### src/rtl/route_grant_sequencer.sv
// Queues {decision, header A, header B} and serialises granted headers onto one valid/ready beat stream.
// Optional saturating both-blocked drop counter: define ROUTE_DROP_COUNT_EN.
module route_grant_sequencer #(
  parameter int DEPTH = 4,
  parameter int HDR_W = 29,
  parameter int PTR_W = 2
) (
  input  logic             clk,
  input  logic             rst,
  input  logic             in_valid,
  output logic             in_ready,
  input  logic [2:0]       in_dec,
  input  logic [HDR_W-1:0] in_hdr_a,
  input  logic [HDR_W-1:0] in_hdr_b,
  output logic             out_valid,
  input  logic             out_ready,
  output logic [HDR_W-1:0] out_hdr,
  output logic             out_src,
  output logic             out_last,
  output logic [15:0]      drop_cnt,
  output logic [1:0]       dbg_state
);

  // Handshake rule for both ports: a transfer happens on a rising edge where
  // valid && ready; a valid output holds its payload stable until that edge.

  typedef enum logic [1:0] {
    IDLE        = 2'd0,
    SEND_FIRST  = 2'd1,
    SEND_SECOND = 2'd2
  } state_t;

  localparam int ENT_W = 3 + 2 * HDR_W;
  localparam logic [PTR_W:0] FULL_CNT = (PTR_W + 1)'(DEPTH);

  logic [ENT_W-1:0] mem_q [DEPTH];
  logic [PTR_W-1:0] wr_ptr_q, rd_ptr_q;
  logic [PTR_W:0]   count_q;
  state_t           state_q;
  logic             out_valid_q, out_src_q, out_last_q;
  logic [HDR_W-1:0] out_hdr_q, second_hdr_q;

  logic             push, pop, free, both_blocked;
  logic [ENT_W-1:0] head;
  logic [2:0]       head_dec;
  logic [HDR_W-1:0] head_a, head_b;

  assign in_ready     = (count_q != FULL_CNT);
  assign push         = in_valid && in_ready;
  // The output register is free in IDLE or when its last beat leaves this cycle.
  assign free         = (state_q == IDLE) || (out_valid_q && out_ready && out_last_q);
  assign pop          = free && (count_q != '0);
  assign head         = mem_q[rd_ptr_q];
  assign head_dec     = head[ENT_W-1 -: 3];
  assign head_a       = head[2*HDR_W-1 -: HDR_W];
  assign head_b       = head[HDR_W-1:0];
  assign both_blocked = (head_dec[1:0] == 2'b11);

  always_ff @(posedge clk) begin
    if (push) begin
      mem_q[wr_ptr_q] <= {in_dec, in_hdr_a, in_hdr_b};
    end
  end

  always_ff @(posedge clk) begin
    if (rst) begin
      wr_ptr_q     <= '0;
      rd_ptr_q     <= '0;
      count_q      <= '0;
      state_q      <= IDLE;
      out_valid_q  <= 1'b0;
      out_hdr_q    <= '0;
      out_src_q    <= 1'b0;
      out_last_q   <= 1'b0;
      second_hdr_q <= '0;
    end else begin
      if (push) wr_ptr_q <= wr_ptr_q + PTR_W'(1);
      if (pop)  rd_ptr_q <= rd_ptr_q + PTR_W'(1);
      case ({push, pop})
        2'b10:   count_q <= count_q + (PTR_W + 1)'(1);
        2'b01:   count_q <= count_q - (PTR_W + 1)'(1);
        default: count_q <= count_q;
      endcase

      if (pop) begin
        if (both_blocked) begin
          state_q     <= IDLE;
          out_valid_q <= 1'b0;
        end else begin
          state_q     <= SEND_FIRST;
          out_valid_q <= 1'b1;
          if (head_dec[0]) begin
            out_hdr_q  <= head_b;
            out_src_q  <= 1'b1;
            out_last_q <= 1'b1;
          end else if (head_dec[1]) begin
            out_hdr_q  <= head_a;
            out_src_q  <= 1'b0;
            out_last_q <= 1'b1;
          end else begin
            out_last_q   <= 1'b0;
            out_src_q    <= head_dec[2];
            out_hdr_q    <= head_dec[2] ? head_b : head_a;
            second_hdr_q <= head_dec[2] ? head_a : head_b;
          end
        end
      end else if (out_valid_q && out_ready) begin
        if (out_last_q) begin
          state_q     <= IDLE;
          out_valid_q <= 1'b0;
        end else begin
          state_q    <= SEND_SECOND;
          out_hdr_q  <= second_hdr_q;
          out_src_q  <= ~out_src_q;
          out_last_q <= 1'b1;
        end
      end
    end
  end

`ifdef ROUTE_DROP_COUNT_EN
  logic [15:0] drop_cnt_q;

  always_ff @(posedge clk) begin
    if (rst) begin
      drop_cnt_q <= '0;
    end else if (pop && both_blocked && (drop_cnt_q != 16'hFFFF)) begin
      drop_cnt_q <= drop_cnt_q + 16'd1;
    end
  end

  assign drop_cnt = drop_cnt_q;
`else
  assign drop_cnt = 16'h0000;
`endif

  assign out_valid = out_valid_q;
  assign out_hdr   = out_hdr_q;
  assign out_src   = out_src_q;
  assign out_last  = out_last_q;
  assign dbg_state = state_q;

endmodule

### config.mk
export PLATFORM = sky130hd
export DESIGN_NAME = route_grant_sequencer
export DESIGN_NICKNAME = d
export VERILOG_FILES = /design/src/rtl/route_grant_sequencer.sv
export SDC_FILE = /design/constraint.sdc
export NUM_CORES = 1
export LEC_CHECK = 0
export BUFFER_PORTS_ARGS = -buffer_cell sky130_fd_sc_hd__buf_2
export CAP_MARGIN = 20
export CORE_MARGIN = 2
export CORE_UTILIZATION = 44
export CTS_CLUSTER_DIAMETER = 30
export CTS_CLUSTER_SIZE = 12
export DETAILED_ROUTE_END_ITERATION = 7
export MAX_ROUTING_LAYER = met4
export PLACE_DENSITY_LB_ADDON = 0.15
export SLEW_MARGIN = 20
export SYNTH_ARGS = -nofsm -noshare
export SYNTH_HDL_FRONTEND = slang
export SYNTH_SLANG_ARGS = --single-unit
### constraint.sdc
create_clock -name clk -period 3.3 [get_ports clk]
set_input_delay 0.165 -clock clk [delete_from_list [all_inputs] [get_ports clk]]
set_output_delay 0.165 -clock clk [all_outputs]
set_load 0.02 [all_outputs]
# After elaboration in Yosys (flattened, before gate mapping)
# Memories as Yosys holds them, arrays and structs flattened. A register that Yosys moved wholly into a read port is not among the register bits.
# Cells that the tools add are included.
# classes
eq_ne	6
reduce_logical	14
bitwise_logic	4
muxes	32
add_sub_neg	4
# ops
cell	n
29-bit two-way mux	8
1-bit two-way mux	18
2-bit two-way mux	5
3-bit case mux with 2 select lines	1
2-bit nonzero test	3
2-bit by 1-bit adder with 2-bit output (second input constant)	2
2-bit == test (second input constant)	2
1-bit logical AND	4
1-bit NOT	4
2-bit AND reduction	2
4-bit AND reduction	1
3-bit by 1-bit adder with 3-bit output (second input constant)	1
3-bit inequality test (second input constant)	1
3-bit AND reduction	1
3-bit nonzero test	1
3-bit by 1-bit subtractor with 3-bit output (second input constant)	1
2-bit by 1-bit == test with 1-bit output (second input constant)	1
2-bit logical NOT	1
2-bit by 1-bit inequality test with 1-bit output (second input constant)	1
2-bit inequality test (second input constant)	1
1-bit logical OR	1
# word_totals
ram_bits	244
input_bits	65
regBits	70
n_memories	1
# memory_table
name	words	word_bits	rd	rd_clocked_by_memory_dff	wr	line	source
mem_q	4	61	1	1	1	36	logic [ENT_W-1:0] mem_q [DEPTH];

# Logic depth before layout (Yosys ltp)
# logic_depth
word_depth	6
ltp_mapped	10

# Worst setup path after synthesis
# Ideal clock, no wire load.
# synth_path
kind	register to register
start	register count_q[0]
end	memory mem_q[0][0] (netlist bit) (enable)
stages_incl_launch_ff	3
period_less_slack_ns	2.612
arrival_time_ns	2.186
slack_ns	0.688
t_required_ns	2.874
setup_time_ns	0.426
path_cell_list	dfxtp_1 -> or3b_1 -> and3_1
# synth_via
elab_chain_cells	4
# synth_rtl
element	line	source
from (decl)	38	logic [PTR_W:0] count_q;
from (signal assigned)	80	2'b10: count_q <= count_q + (PTR_W + 1)'(1);
from (signal assigned)	81	2'b01: count_q <= count_q - (PTR_W + 1)'(1);
from (signal assigned)	82	default: count_q <= count_q;
3-bit inequality test	48	assign in_ready = (count_q != FULL_CNT);
net in_ready	11	output logic in_ready,
1-bit logical AND	49	assign push = in_valid && in_ready;
1-bit two-way mux	60	if (push) begin
1-bit two-way mux (implied by the code)	61	mem_q[wr_ptr_q] <= {in_dec, in_hdr_a, in_hdr_b};
to (decl)	36	
# The timed path passes the listed nets, and every way through them passes these cells.

==> metrics.yaml <==
path_buf_inv: 1
grt_overflow_total: 0
syn_inst: 761
synthTopCellsByArea: "edfxtp_1 (58%), dfxtp_1 (11%), mux4_2 (11%)"
root_buffer: "clkbuf_16"
cpLargestDelayFamily: "multiplexers"
finish.utilization_pct: 57.4
ys_seq_area_share_pct: 69.1
synth_cell_types: 40
first_pass_iters: 7
synth_area_sq_um: 12700
drive_gt1_share_pct: 30.6
pre_cts_ws_ns: 0.613
fin_ws_ns: 0.635
die_height_um: 174
antenna_found_initial: 2
die_w_um: 174
setup_tns_ns: 0
ys_async_sr_fraction_pct: 0
tightest_slew_ns: 0.777
cp-end-kind: "register"
synth_top_area_share_pct: 57.7
die_area_sq_um: 30200
final_nets: 1011
avgSynthCellArea_sq_um: 16.7
routed_via_density: 5.71
grt_max_degree: 61
relSlewSlack_pct: 48.2
hp-class: "in -> reg"
report.final.slew_viol_count: 0
routedWlPerCell_um: 21.7
rows: 62
area_growth_pct: 29.0
drc: 0
clock_path_buffers: 3
clkSinkCount: 316
start_util_pct: 44.5
final_common_cell: "edfxtp_1"
clkLatencyLatePin_ns: 0.57
timing.fmax_ghz: 0.375
max_stage_delay_ns: 0.73
hold_viol: 0
start_kind: "register"
grt_use_total_pct: 20.6
dp_cells: 1199
crit_required_ns: 3.75
min_from: "in_valid"
powerDensity_nw_per_um2: 969
ioPinCount: 116
dp_hpwl_um: 17300
synth.largest_area_cell: "edfxtp_1"
coreArea_sq_um: 28500
crit_chain: "mux4_2 > nand2b_1 > buf_4 > a211oi_1 > o41ai_1"
nFillCells: 2240
min_period_ns: 2.66
regArea_sq_um: 8770
drtIter0Drc: 648
critPathKind: "reg -> reg"
cts_tree: "done"
multiInputGateArea_sq_um: 3610
final_cells: 1379
cap_violations: 0
cts_resized: 0
rsz0062_at_grt: "false"
mostFrequentLayoutCells: "edfxtp_1 (244), buf_2 (99), dfxtp_1 (70)"
cts.clk_slew.worst_paths_ns: 0.05
power_leakage_uw: 0.00562
synth-edff-count: 244
synth-seq-cells: 316
via_count: 7876
place.port_buffers: 99
synth_top_flop_cell: "edfxtp_1"
worst_clock_skew_ns: 0.0197
worstPathMaxFanout: 24
h-tree-depth: 2
grt_pass1_vias: 8286
setup_viol: 0
detail-route-antenna-nets: 0
critPathArrivalTime_ns: 3.11
cts_buffers: 61
slowest_stage: "mux4_2"
finalWeightedCongestion: 0.772
layout_worst_path_cycle_share_pct: 80.7
yosysWarnings: 0
wl_um: 29900
irDropWorstVdd_uv: 643
status: "complete, no violations"
grt_pass1_wl_um: 46900
==> final timing paths <==
kind              slack [ns]  cells after the start               end
setup / recovery        0.64                      5       out_hdr[14]
hold / removal          0.08                      4       wr_ptr_q[1]
setup reg to reg        0.64                      5       out_hdr[14]
hold reg to reg         0.50                      2  second_hdr_q[17]
==> power by group <==
| group | internal [uW] | total, uW | switching (uW) |
|---|---|---|---|
| Clock | 4090 | 6220 | 2130 |
| Combinational | 1580 | 4250 | 2670 |
| Sequential | 4990 | 5400 | 404 |
| Total | 10700 | 15900 | 5200 |
==> logic make-up (layout without fill, tap and decap cells) <==
family | count (synthesis) | after routing | share of synthesized area (%)
fa+ha+maj | 6 | 6 | 0.651
xor+xnor | 5 | 5 | 0.345
compound gates | 133 | 133 | 7.66
other cells | 1 | 18 | 0.0295
flops | 316 | 316 | 69.1
simple gates | 120 | 120 | 5.59
mux | 93 | 93 | 13.4
buf+inv | 87 | 304 | 3.30
==> cell type report <==
class / instances / share of cell area, %
Antenna cell: 2 / 0.0306
Clock buffer: 65 / 9.73
Clock inverter: 51 / 3.30
Inverter: 7 / 0.160
Multi-Input combinational cell: 373 / 22.0
Sequential cell: 316 / 53.6
Tap cell: 384 / 2.93
Timing Repair Buffer: 181 / 8.24
==> cells in the mapped netlist (2+ instances only) <==
master / count
o41ai_1: 29
or3_1: 2
nand4b_1: 29
buf_2: 17
xnor2_1: 2
mux4_2: 61
edfxtp_1: 244
clkbuf_1: 41
nor4_1: 29
nor3_1: 3
o21ai_0: 2
ha_1: 5
buf_4: 19
mux2i_1: 31
nand2b_1: 2
inv_1: 7
and3_1: 5
nand3_1: 2
a211oi_1: 59
a21oi_1: 34
nor2_1: 39
dfxtp_1: 72
buf_1: 3
xor2_1: 3
nand2_1: 5
a31oi_1: 2
==> flip-flops by register name, summed over array words and instances, names as in the netlist, 2 cells and up, named ones only <==
signal	flops
second_hdr_q	29
out_hdr	29
rd_ptr_q	2
mem_q	244
count_q	3
wr_ptr_q	2
dbg_state	2
==> layer usage <==
metal | GRT usage (%) | share of wire, %
met1 | 26.3 | 43
met4 | 6.86 | 1.9
met2 | 33.3 | 49
met5 | - | 0
met3 | 4.21 | 6.1
==> timing repair <==
action                                 CTS  global route
buffers inserted                         0             0
endpoints found under the hold margin  245             0
setup endpoints to repair                0             0
hold buffers                            62             0
==> per-stage QoR <==
stage	hold WS [ns]	cell area (sq um)	total power (uW)
2_1_floorplan	0.264	12800	8220
3_3_place_gp	0.374	13600	9470
3_5_place_dp	0.381	13600	9630
4_1_cts	0.0623	16400	16000
5_1_grt	0.104	16400	16500
6_report	0.0780	16400	15900
==> worst min-delay path, cell delays in order <==
cell and delay (ns):
buf_2 0.12, and2_1 0.17, nand2_1 0.08, a21oi_1 0.05
Power figures use the tool's default switching activity.
